### src/rtl/regfile_mp_sb_pkg.sv
// Shared defaults and types for the multi-port register file and its scoreboard.
package regfile_pkg;

    localparam int XLEN_DEF  = 32;
    localparam int NREGS_DEF = 32;
    localparam int AW_DEF    = $clog2(NREGS_DEF);
    localparam int ZERO_ADDR = 0;

    typedef logic [AW_DEF-1:0]   reg_addr_t;
    typedef logic [XLEN_DEF-1:0] xlen_t;

endpackage

### src/rtl/regfile_mp_sb_if.sv
// Read/write/issue bus of the multi-port register file; master drives addresses, data and strobes.
interface regfile_mp_sb_if #(
    parameter int XLEN   = 32,
    parameter int NREGS  = 32,
    parameter int NUM_RD = 2,
    parameter int NUM_WR = 1
);
    localparam int AW = $clog2(NREGS);

    logic [NUM_RD-1:0][AW-1:0]   rd_addr;
    logic [NUM_RD-1:0][XLEN-1:0] rd_data;
    logic [NUM_RD-1:0]           rd_busy;
    logic [NUM_WR-1:0]           wr_en;
    logic [NUM_WR-1:0][AW-1:0]   wr_addr;
    logic [NUM_WR-1:0][XLEN-1:0] wr_data;
    logic                        iss_en;
    logic [AW-1:0]               iss_addr;
    logic [NREGS-1:0]            busy_vec;
    logic                        any_busy;

    modport master (
        output rd_addr, wr_en, wr_addr, wr_data, iss_en, iss_addr,
        input  rd_data, rd_busy, busy_vec, any_busy
    );

    modport slave (
        input  rd_addr, wr_en, wr_addr, wr_data, iss_en, iss_addr,
        output rd_data, rd_busy, busy_vec, any_busy
    );
endinterface

### src/rtl/regfile_mp_sb_scoreboard.sv
// Per-register busy flops: writeback clears, issue sets, and set beats clear on the same address.
module regfile_scoreboard
    import regfile_pkg::*;
#(
    parameter int NREGS    = NREGS_DEF,
    parameter int NUM_WR   = 1,
    parameter int ZERO_REG = 1,
    localparam int AW      = $clog2(NREGS)
) (
    input  logic                      clk,
    input  logic                      rst,
    input  logic [NUM_WR-1:0]         wr_en,
    input  logic [NUM_WR-1:0][AW-1:0] wr_addr,
    input  logic                      iss_en,
    input  logic [AW-1:0]             iss_addr,
    output logic [NREGS-1:0]          busy_vec,
    output logic                      any_busy
);

    logic [NREGS-1:0] busy_nxt;

    always_comb begin
        busy_nxt = busy_vec;
        for (int j = 0; j < NUM_WR; j++) begin
            if (wr_en[j]) busy_nxt[wr_addr[j]] = 1'b0;
        end
        if (iss_en && !((ZERO_REG != 0) && (iss_addr == AW'(ZERO_ADDR))))
            busy_nxt[iss_addr] = 1'b1;
        if (ZERO_REG != 0) busy_nxt[ZERO_ADDR] = 1'b0;
    end

    // any_busy is its own flop so drain logic never sees a combinational input path
    always_ff @(posedge clk) begin
        if (rst) begin
            busy_vec <= '0;
            any_busy <= 1'b0;
        end else begin
            busy_vec <= busy_nxt;
            any_busy <= |busy_nxt;
        end
    end

endmodule

### src/rtl/regfile_mp_sb.sv
// Parametrised multi-port register file with busy scoreboard.
// Optional write-to-read forwarding is enabled by defining REGFILE_BYPASS_EN.
module regfile_mp_sb
    import regfile_pkg::*;
#(
    parameter int XLEN     = XLEN_DEF,
    parameter int NREGS    = NREGS_DEF,
    parameter int NUM_RD   = 2,
    parameter int NUM_WR   = 1,
    parameter int ZERO_REG = 1,
    localparam int AW      = $clog2(NREGS)
) (
    input  logic            clk,
    input  logic            rst,
    regfile_mp_sb_if.slave  bus
);

    logic [XLEN-1:0]  regs [NREGS];
    logic [NREGS-1:0] busy_q;
    logic             any_q;

    // Later ports overwrite earlier ones in the loop, giving highest-index priority
    always_ff @(posedge clk) begin
        if (rst) begin
            for (int k = 0; k < NREGS; k++) regs[k] <= '0;
        end else begin
            for (int j = 0; j < NUM_WR; j++) begin
                if (bus.wr_en[j] && !((ZERO_REG != 0) && (bus.wr_addr[j] == AW'(ZERO_ADDR))))
                    regs[bus.wr_addr[j]] <= bus.wr_data[j];
            end
        end
    end

    always_comb begin
        bus.rd_data = '0;
        bus.rd_busy = '0;
        for (int i = 0; i < NUM_RD; i++) begin
            bus.rd_data[i] = regs[bus.rd_addr[i]];
            bus.rd_busy[i] = busy_q[bus.rd_addr[i]];
`ifdef REGFILE_BYPASS_EN
            for (int j = 0; j < NUM_WR; j++) begin
                if (bus.wr_en[j] && (bus.wr_addr[j] == bus.rd_addr[i])) begin
                    bus.rd_data[i] = bus.wr_data[j];
                    bus.rd_busy[i] = bus.iss_en && (bus.iss_addr == bus.rd_addr[i]);
                end
            end
`endif
            if ((ZERO_REG != 0) && (bus.rd_addr[i] == AW'(ZERO_ADDR))) begin
                bus.rd_data[i] = '0;
                bus.rd_busy[i] = 1'b0;
            end
        end
    end

    regfile_scoreboard #(
        .NREGS    (NREGS),
        .NUM_WR   (NUM_WR),
        .ZERO_REG (ZERO_REG)
    ) u_scoreboard (
        .clk      (clk),
        .rst      (rst),
        .wr_en    (bus.wr_en),
        .wr_addr  (bus.wr_addr),
        .iss_en   (bus.iss_en),
        .iss_addr (bus.iss_addr),
        .busy_vec (busy_q),
        .any_busy (any_q)
    );

    assign bus.busy_vec = busy_q;
    assign bus.any_busy = any_q;

endmodule

### src/flat_wrapper.sv
// flat-port wrapper written by rule: the top's interface ports become plain ports
module regfile_mp_sb_flat import regfile_pkg::*;
#(
    parameter int XLEN     = XLEN_DEF,
    parameter int NREGS    = NREGS_DEF,
    parameter int NUM_RD   = 2,
    parameter int NUM_WR   = 1,
    parameter int ZERO_REG = 1,
    localparam int AW      = $clog2(NREGS)
)
  (clk, rst, bus_rd_addr, bus_wr_en, bus_wr_addr, bus_wr_data, bus_iss_en, bus_iss_addr, bus_rd_data, bus_rd_busy, bus_busy_vec, bus_any_busy);
  regfile_mp_sb_if #(.XLEN(XLEN), .NREGS(NREGS), .NUM_RD(NUM_RD), .NUM_WR(NUM_WR)) bus_i ();
  input  logic clk;
  input  logic rst;
  input wire logic [$bits(bus_i.rd_addr)-1:0] bus_rd_addr;
  input wire logic [$bits(bus_i.wr_en)-1:0] bus_wr_en;
  input wire logic [$bits(bus_i.wr_addr)-1:0] bus_wr_addr;
  input wire logic [$bits(bus_i.wr_data)-1:0] bus_wr_data;
  input wire logic [$bits(bus_i.iss_en)-1:0] bus_iss_en;
  input wire logic [$bits(bus_i.iss_addr)-1:0] bus_iss_addr;
  output wire logic [$bits(bus_i.rd_data)-1:0] bus_rd_data;
  output wire logic [$bits(bus_i.rd_busy)-1:0] bus_rd_busy;
  output wire logic [$bits(bus_i.busy_vec)-1:0] bus_busy_vec;
  output wire logic [$bits(bus_i.any_busy)-1:0] bus_any_busy;
  assign bus_i.rd_addr = bus_rd_addr;
  assign bus_i.wr_en = bus_wr_en;
  assign bus_i.wr_addr = bus_wr_addr;
  assign bus_i.wr_data = bus_wr_data;
  assign bus_i.iss_en = bus_iss_en;
  assign bus_i.iss_addr = bus_iss_addr;
  assign bus_rd_data = bus_i.rd_data;
  assign bus_rd_busy = bus_i.rd_busy;
  assign bus_busy_vec = bus_i.busy_vec;
  assign bus_any_busy = bus_i.any_busy;
  regfile_mp_sb #(.XLEN(XLEN), .NREGS(NREGS), .NUM_RD(NUM_RD), .NUM_WR(NUM_WR), .ZERO_REG(ZERO_REG)) u_core (.clk(clk), .rst(rst), .bus(bus_i));
endmodule
### config.mk
export PLATFORM = sky130hd
export DESIGN_NAME = regfile_mp_sb_flat
export DESIGN_NICKNAME = d
export VERILOG_FILES = /design/src/rtl/regfile_mp_sb_pkg.sv /design/src/rtl/regfile_mp_sb_if.sv /design/src/rtl/regfile_mp_sb_scoreboard.sv /design/src/rtl/regfile_mp_sb.sv /design/src/flat_wrapper.sv
export SDC_FILE = /design/constraint.sdc
export NUM_CORES = 2
export LEC_CHECK = 0
export BUFFER_PORTS_ARGS = -buffer_cell sky130_fd_sc_hd__buf_2
export CAP_MARGIN = 5
export CORE_MARGIN = 2
export CORE_UTILIZATION = 49
export CTS_BUF_LIST = sky130_fd_sc_hd__clkbuf_4
export DETAILED_ROUTE_END_ITERATION = 7
export PLACE_DENSITY = 0.69
export SETUP_SLACK_MARGIN = 0.3
export SLEW_MARGIN = 20
export SYNTH_ARGS = -nofsm -noshare
export SYNTH_HDL_FRONTEND = slang
export SYNTH_SLANG_ARGS = --single-unit
### constraint.sdc
create_clock -name clk -period 3.01 [get_ports clk]
set_input_delay 0.301 -clock clk [delete_from_list [all_inputs] [get_ports clk]]
set_output_delay 0.301 -clock clk [all_outputs]
set_load 0.01 [all_outputs]
-- Word level (Yosys, flattened, before mapping)
Memories as Yosys holds them, arrays and structs flattened.
Cells that the tools add are included.
- register bits after elaboration: 33
- bits in writable memories: 1024
- bits of input ports: 56
- output and inout bits: 99
- logic and storage cells: 47
- memories: 1
- memories (name ; depth ; bits a word ; rd ports ; clocked after Yosys merged registers in ; wr ports ; line ; source):
    u_core.regs ; 32 ; 32 ; 2 ; 0 ; 32 ; regfile_mp_sb.sv:18 ; logic [XLEN-1:0] regs [NREGS];
- magnitude comparators: 6
- mux-type cells: 22
- bitwise gates (word level): 3
- reductions and logical operators: 12
- operator list (kind ; number):
    2-to-1 mux 32 bit ; 5
    AND 32 bit ; 1
    inverter 32 bit ; 1
    OR 32 bit ; 1
    OR reduction 32 bit ; 1
    OR reduction 31 bit ; 1
    less-than comparator 5 x 6 -> 1 bit (second input constant) ; 4
    logical NOT 5 bit ; 4
    2-to-1 mux 1 bit ; 12
    binary-select mux 1 bit (select 5 bit) ; 2
    demux 1 bit (select 5 bit) ; 2
    >= comparator 5 x 1 -> 1 bit (second input constant) ; 2
    2-to-1 mux 5 bit ; 1
    logical AND 1 bit ; 4
    logical NOT 1 bit ; 2

-- Longest topological paths before layout
- depth in word-level cells: 10
- depth in mapped cells: 8
- mapped depth without buffers: 6

-- Hierarchy
Synthesis repeated with hierarchy kept, for this count alone.
- cell total of the unflattened synthesis: 3877
- area total of the unflattened synthesis: 56559.2 um^2
- by module, submodules not included (module ; times used ; cells an instance ; area each (um^2) ; seq. area each (um^2)):
    regfile_mp_sb ; 1 ; 3690 ; 54997.7 ; 30749.5
    regfile_scoreboard ; 1 ; 187 ; 1561.5 ; 640.6

-- Worst setup path after synthesis
Ideal clock, no wire load.
- kind: in2out
- start point: in bus_rd_addr[1]
- end point: out bus_rd_data[24]
- data arrival time: 2.101 ns
- data required time: 2.709 ns
- path slack: 0.608 ns
- stages: 7
- buffers on the path: 3
- cells stage by stage: clkbuf_1 > clkbuf_1 > buf_1 > mux4_2 > mux4_2 > mux2i_1 > nor2_1
- cells in the longest elaborated chain, start to end: 2
- elaborated cells on any way between the ends: 3
- classes of those cells: 1 x mux; 1 x reduce/logical; 1 x memory
- RTL lines (element ; line ; source):
    start: declaration ; flat_wrapper.sv:15 ; input wire logic [$bits(bus_i.rd_addr)-1:0] bus_rd_addr;
    memory (32 x 32 bit) or logical NOT 5 bit (tied branches) ; n/a ;
    2-to-1 mux 32 bit * ; regfile_mp_sb.sv:48 ; if ((ZERO_REG != 0) && (bus.rd_addr[i] == AW'(ZERO_ADDR))) begin
    end: declaration ; flat_wrapper.sv:21 ; output wire logic [$bits(bus_i.rd_data)-1:0] bus_rd_data;
Mark *: on every way between the ends. The rest lies on a longest branch, timed or not.

==> out/qor.csv <==
stage,metric,value,unit
timing,Setup Viol. Count Final,66,
timing,part of the cycle the worst path needs,115,%
worst_setup_path,Critical Path Fanout Max,2,
floorplanning,core footprint,114000,sq um
floorplanning,Std-Cell Rows,124,
yosys,most common cell in the synthesized netlist,edfxtp_1,
yosys,largest cells by area after synthesis,"edfxtp_1 55%, mux4_2 26%, and2_1 11%",
clocking,worst-case clock buffer depth,4,
final_layout,FF/Latch Area,31400,sq um
detailed_routing,vias per inst,6.50,
pwr,Pwr per Cell Area,538,nW/um^2
final_layout,synthesis-to-layout area growth,16.2,%
yosys,Mapped Cells,3444,
status,status,"finished, violations left",
yosys,Synth top area share,54.6,%
timing,Final WS setup,-0.438,ns
worst_setup_path,WP buf/inv,2,
global_routing,number of global-route vias before repair,37170,
timing,post-route setup TNS,-19.43,ns
clocking,CTS tree,yes,
floorplanning,Top Ports,155,
place,placed cell areas,60700,sq um
global_routing,antenna violations before repair,10,
yosys,"EDFF count, synth",1024,
clocking,total CTS buffers,305,
yosys,"Warnings, synthesis",0,
place,DP Wirelength,111,mm
pwr,Leakage,23.1,nW
timing,Slew @ Worst Pin,0.894,ns
worst_setup_path,required time of the worst setup path,2.71,ns
floorplanning,Initial Util,49.3,%
global_routing,Overflow after GRT,0,
worst_setup_path,most frequent CP cell,mux4_2,
flow_run,max cap viols,0,
final_layout,"Design Area, Final",65400,sq um
worst_setup_path,critical path arrival,3.15,ns
yosys,Avg Synthesized Cell Area,16.3,sq um
final_layout,final net count,3951,
worst_setup_path,CP Class,reg2out,
worst_setup_path,largest stage delay on the critical path,0.53,ns
detailed_routing,Pre-antenna DRT Iters,6,
timing,Final Max Tran Viols,0,
timing,RSZ-0062 raised after global routing,true,
floorplanning,Die X,343,microns
detailed_routing,Routed WL per cell,33.0,microns
clocking,CTS sink cnt,1056,
floorplanning,die area,118000,sq um
global_routing,largest net degree at the start of global routing,96,
pwr,maximum VDD drop,0.317,mV
place,Placer Congestion,0.933,
clocking,Skew-Pair Late Insertion Delay,1.19,ns
yosys,Seq cells post-synth,1056,
yosys,Synth top cells by count,"1024 x edfxtp_1, 995 x and2_1, 658 x mux4_2",
yosys,ys flop type,edfxtp_1,
timing,Final Hold Fails,0,
worst_setup_path,Worst setup EP type,primary output,
yosys,"Cell Area, Synth",56300,sq um
clocking,"CTS clk-pin slew, worst paths",0.06,ns
worst_setup_path,Top delay family on crit path,multiplexers,
timing,max_slew headroom,40.4,%
detailed_routing,Final ANT Viol Nets,0,
timing,Max Fclk,290,MHz
yosys,Synth cell types,41,
worst_setup_path,startpoint types,flop,
final_layout,share of post-route cells with drive strength above 1,40.3,%
worst_hold_path,Hold Path Class,in2reg,
timing,Clock Skew,0.0348,ns
yosys,post-synthesis sequential area ratio,55.8,%
yosys,ys async rst share,0,%
detailed_routing,DRT iter0 DRCs,5565,
global_routing,first-pass GRT wire length,264,mm
timing,Period minus WS final,3.45,ns
floorplanning,die height,343,microns
status,failing checks,setup timing,
clocking,H-tree depth,5,
detailed_routing,DRC,0,
clocking,clock root cell,clkbuf_4,
detailed_routing,via count,36483,
global_routing,Total GRT Usage,32.0,%
worst_setup_path,worst path cell trace,mux4_2 -> mux4_2 -> mux2i_2 -> buf_4 -> nor2_4 -> buf_6,
place,Port Buf Inserts,153,
worst_setup_path,"Slowest-stage cell, CP",mux4_2,
final_layout,fillers,8886,
yosys,post-synth top area cell,edfxtp_1,
detailed_routing,drt total wl,185,mm
final_layout,multi-input logic area,23800,sq um
==> metrics by stage <==
stage	utilization, %	std cells	setup WS (ns)	hold slack [ns]	total power, mW
2_1_floorplan	-	3476	0.608	0.499	20.3
3_3_place_gp	53.1	5027	0.0330	0.572	22.1
3_5_place_dp	53.1	5027	0.0344	0.573	22.2
4_1_cts	57.1	5603	-0.577	0.0847	35.3
5_1_grt	57.3	5606	-0.539	0.160	36.4
6_report	57.3	5613	-0.438	0.211	35.2
==> area by class of cell <==
type	count	area share, %
Inverter	2	0.0115
Clock inverter	82	0.702
Antenna cell	9	0.0344
Timing Repair Buffer	483	7.04
Tap cell	1512	2.89
Clock buffer	422	4.84
Sequential cell	1056	48.0
Multi-Input combinational cell	2047	36.4
==> worst min-delay path: cells and delay by family <==
kind,cells,cell delay [ns]
buffers and inverters,2,0.70
AOI/OAI and AO/OA,1,0.25
and+or+nand+nor,1,0.05
==> per-layer routing <==
layer / up-vias / GRT usage [%] / part of all wire, %
met4: 4 / 16.0 / 5.1
met3: 523 / 8.55 / 12
li1: 14406 / - / -
met5: - / 0 / 0.018
met2: 2885 / 49.3 / 47
met1: 18665 / 42.4 / 35
==> cells by family after synthesis <==
logic type             synth area share [%]
and+or+nand+nor                        13.1
muxes                                  27.5
AOI/OAI and AO/OA                     0.618
other                               0.00666
DFF                                    55.8
buffers and inverters                  3.00
==> registers in the layout, summed over array words and instances (netlist names) <==
| register | count |
|---|---|
| u_core.regs | 1024 |
| u_core.u_scoreboard.any_busy | 1 |
| u_core.u_scoreboard.busy_vec | 31 |
==> power breakdown <==
| part | internal [mW] | switching (mW) |
|---|---|---|
| registers | 16.9 | 0.404 |
| logic | 2.33 | 2.49 |
| clock network | 6.87 | 6.20 |
==> path summary, 6_finish.rpt <==
kind	start	to	slack (ns)	cells past startpoint
max	u_core.regs[13][11]	bus_rd_data[11]	-0.44	6
min	bus_iss_addr[0]	u_core.u_scoreboard.busy_vec[30]	0.21	4
max reg2reg	u_core.u_scoreboard.busy_vec[26]	u_core.u_scoreboard.busy_vec[26]	1.00	5
min reg2reg	u_core.u_scoreboard.busy_vec[19]	u_core.u_scoreboard.busy_vec[19]	0.58	2
==> layout by cell type, fill, tap and decap left out, types with 5 or more instances in the layout <==
cell | synthesis | routed
a22oi_1 | 14 | 14
dfxtp_2 | 0 | 13
o21ai_0 | 15 | 15
nand2_1 | 34 | 34
dlygate4sd3_1 | 0 | 70
mux2i_1 | 64 | 35
inv_2 | 0 | 10
mux2i_2 | 0 | 20
nand4_1 | 6 | 6
edfxtp_1 | 1024 | 1024
nor2_4 | 0 | 27
bufinv_16 | 0 | 5
nor3_2 | 0 | 11
nor2b_1 | 10 | 10
nor2_2 | 0 | 6
mux2i_4 | 0 | 9
buf_6 | 14 | 12
dfxtp_1 | 32 | 16
mux4_2 | 658 | 658
nand3_1 | 10 | 10
buf_2 | 22 | 135
and2_1 | 995 | 995
or2_2 | 28 | 28
nor2_1 | 108 | 75
clkinv_1 | 0 | 54
buf_12 | 0 | 85
diode_2 | 0 | 9
clkbuf_4 | 0 | 422
a21oi_1 | 14 | 14
clkinv_2 | 0 | 12
buf_4 | 41 | 177
conb_1 | 1 | 33
==> repair_timing <==
item / CTS / global route
setup endpoints to repair: 66 / 68
gates resized for setup: 46 / 43
setup buffers: 2 / 1
hold buffers: 70 / 0
hold endpoints to repair: 1067 / 0
pin swaps: 2 / 7
(Power assumes the default switching activity.)
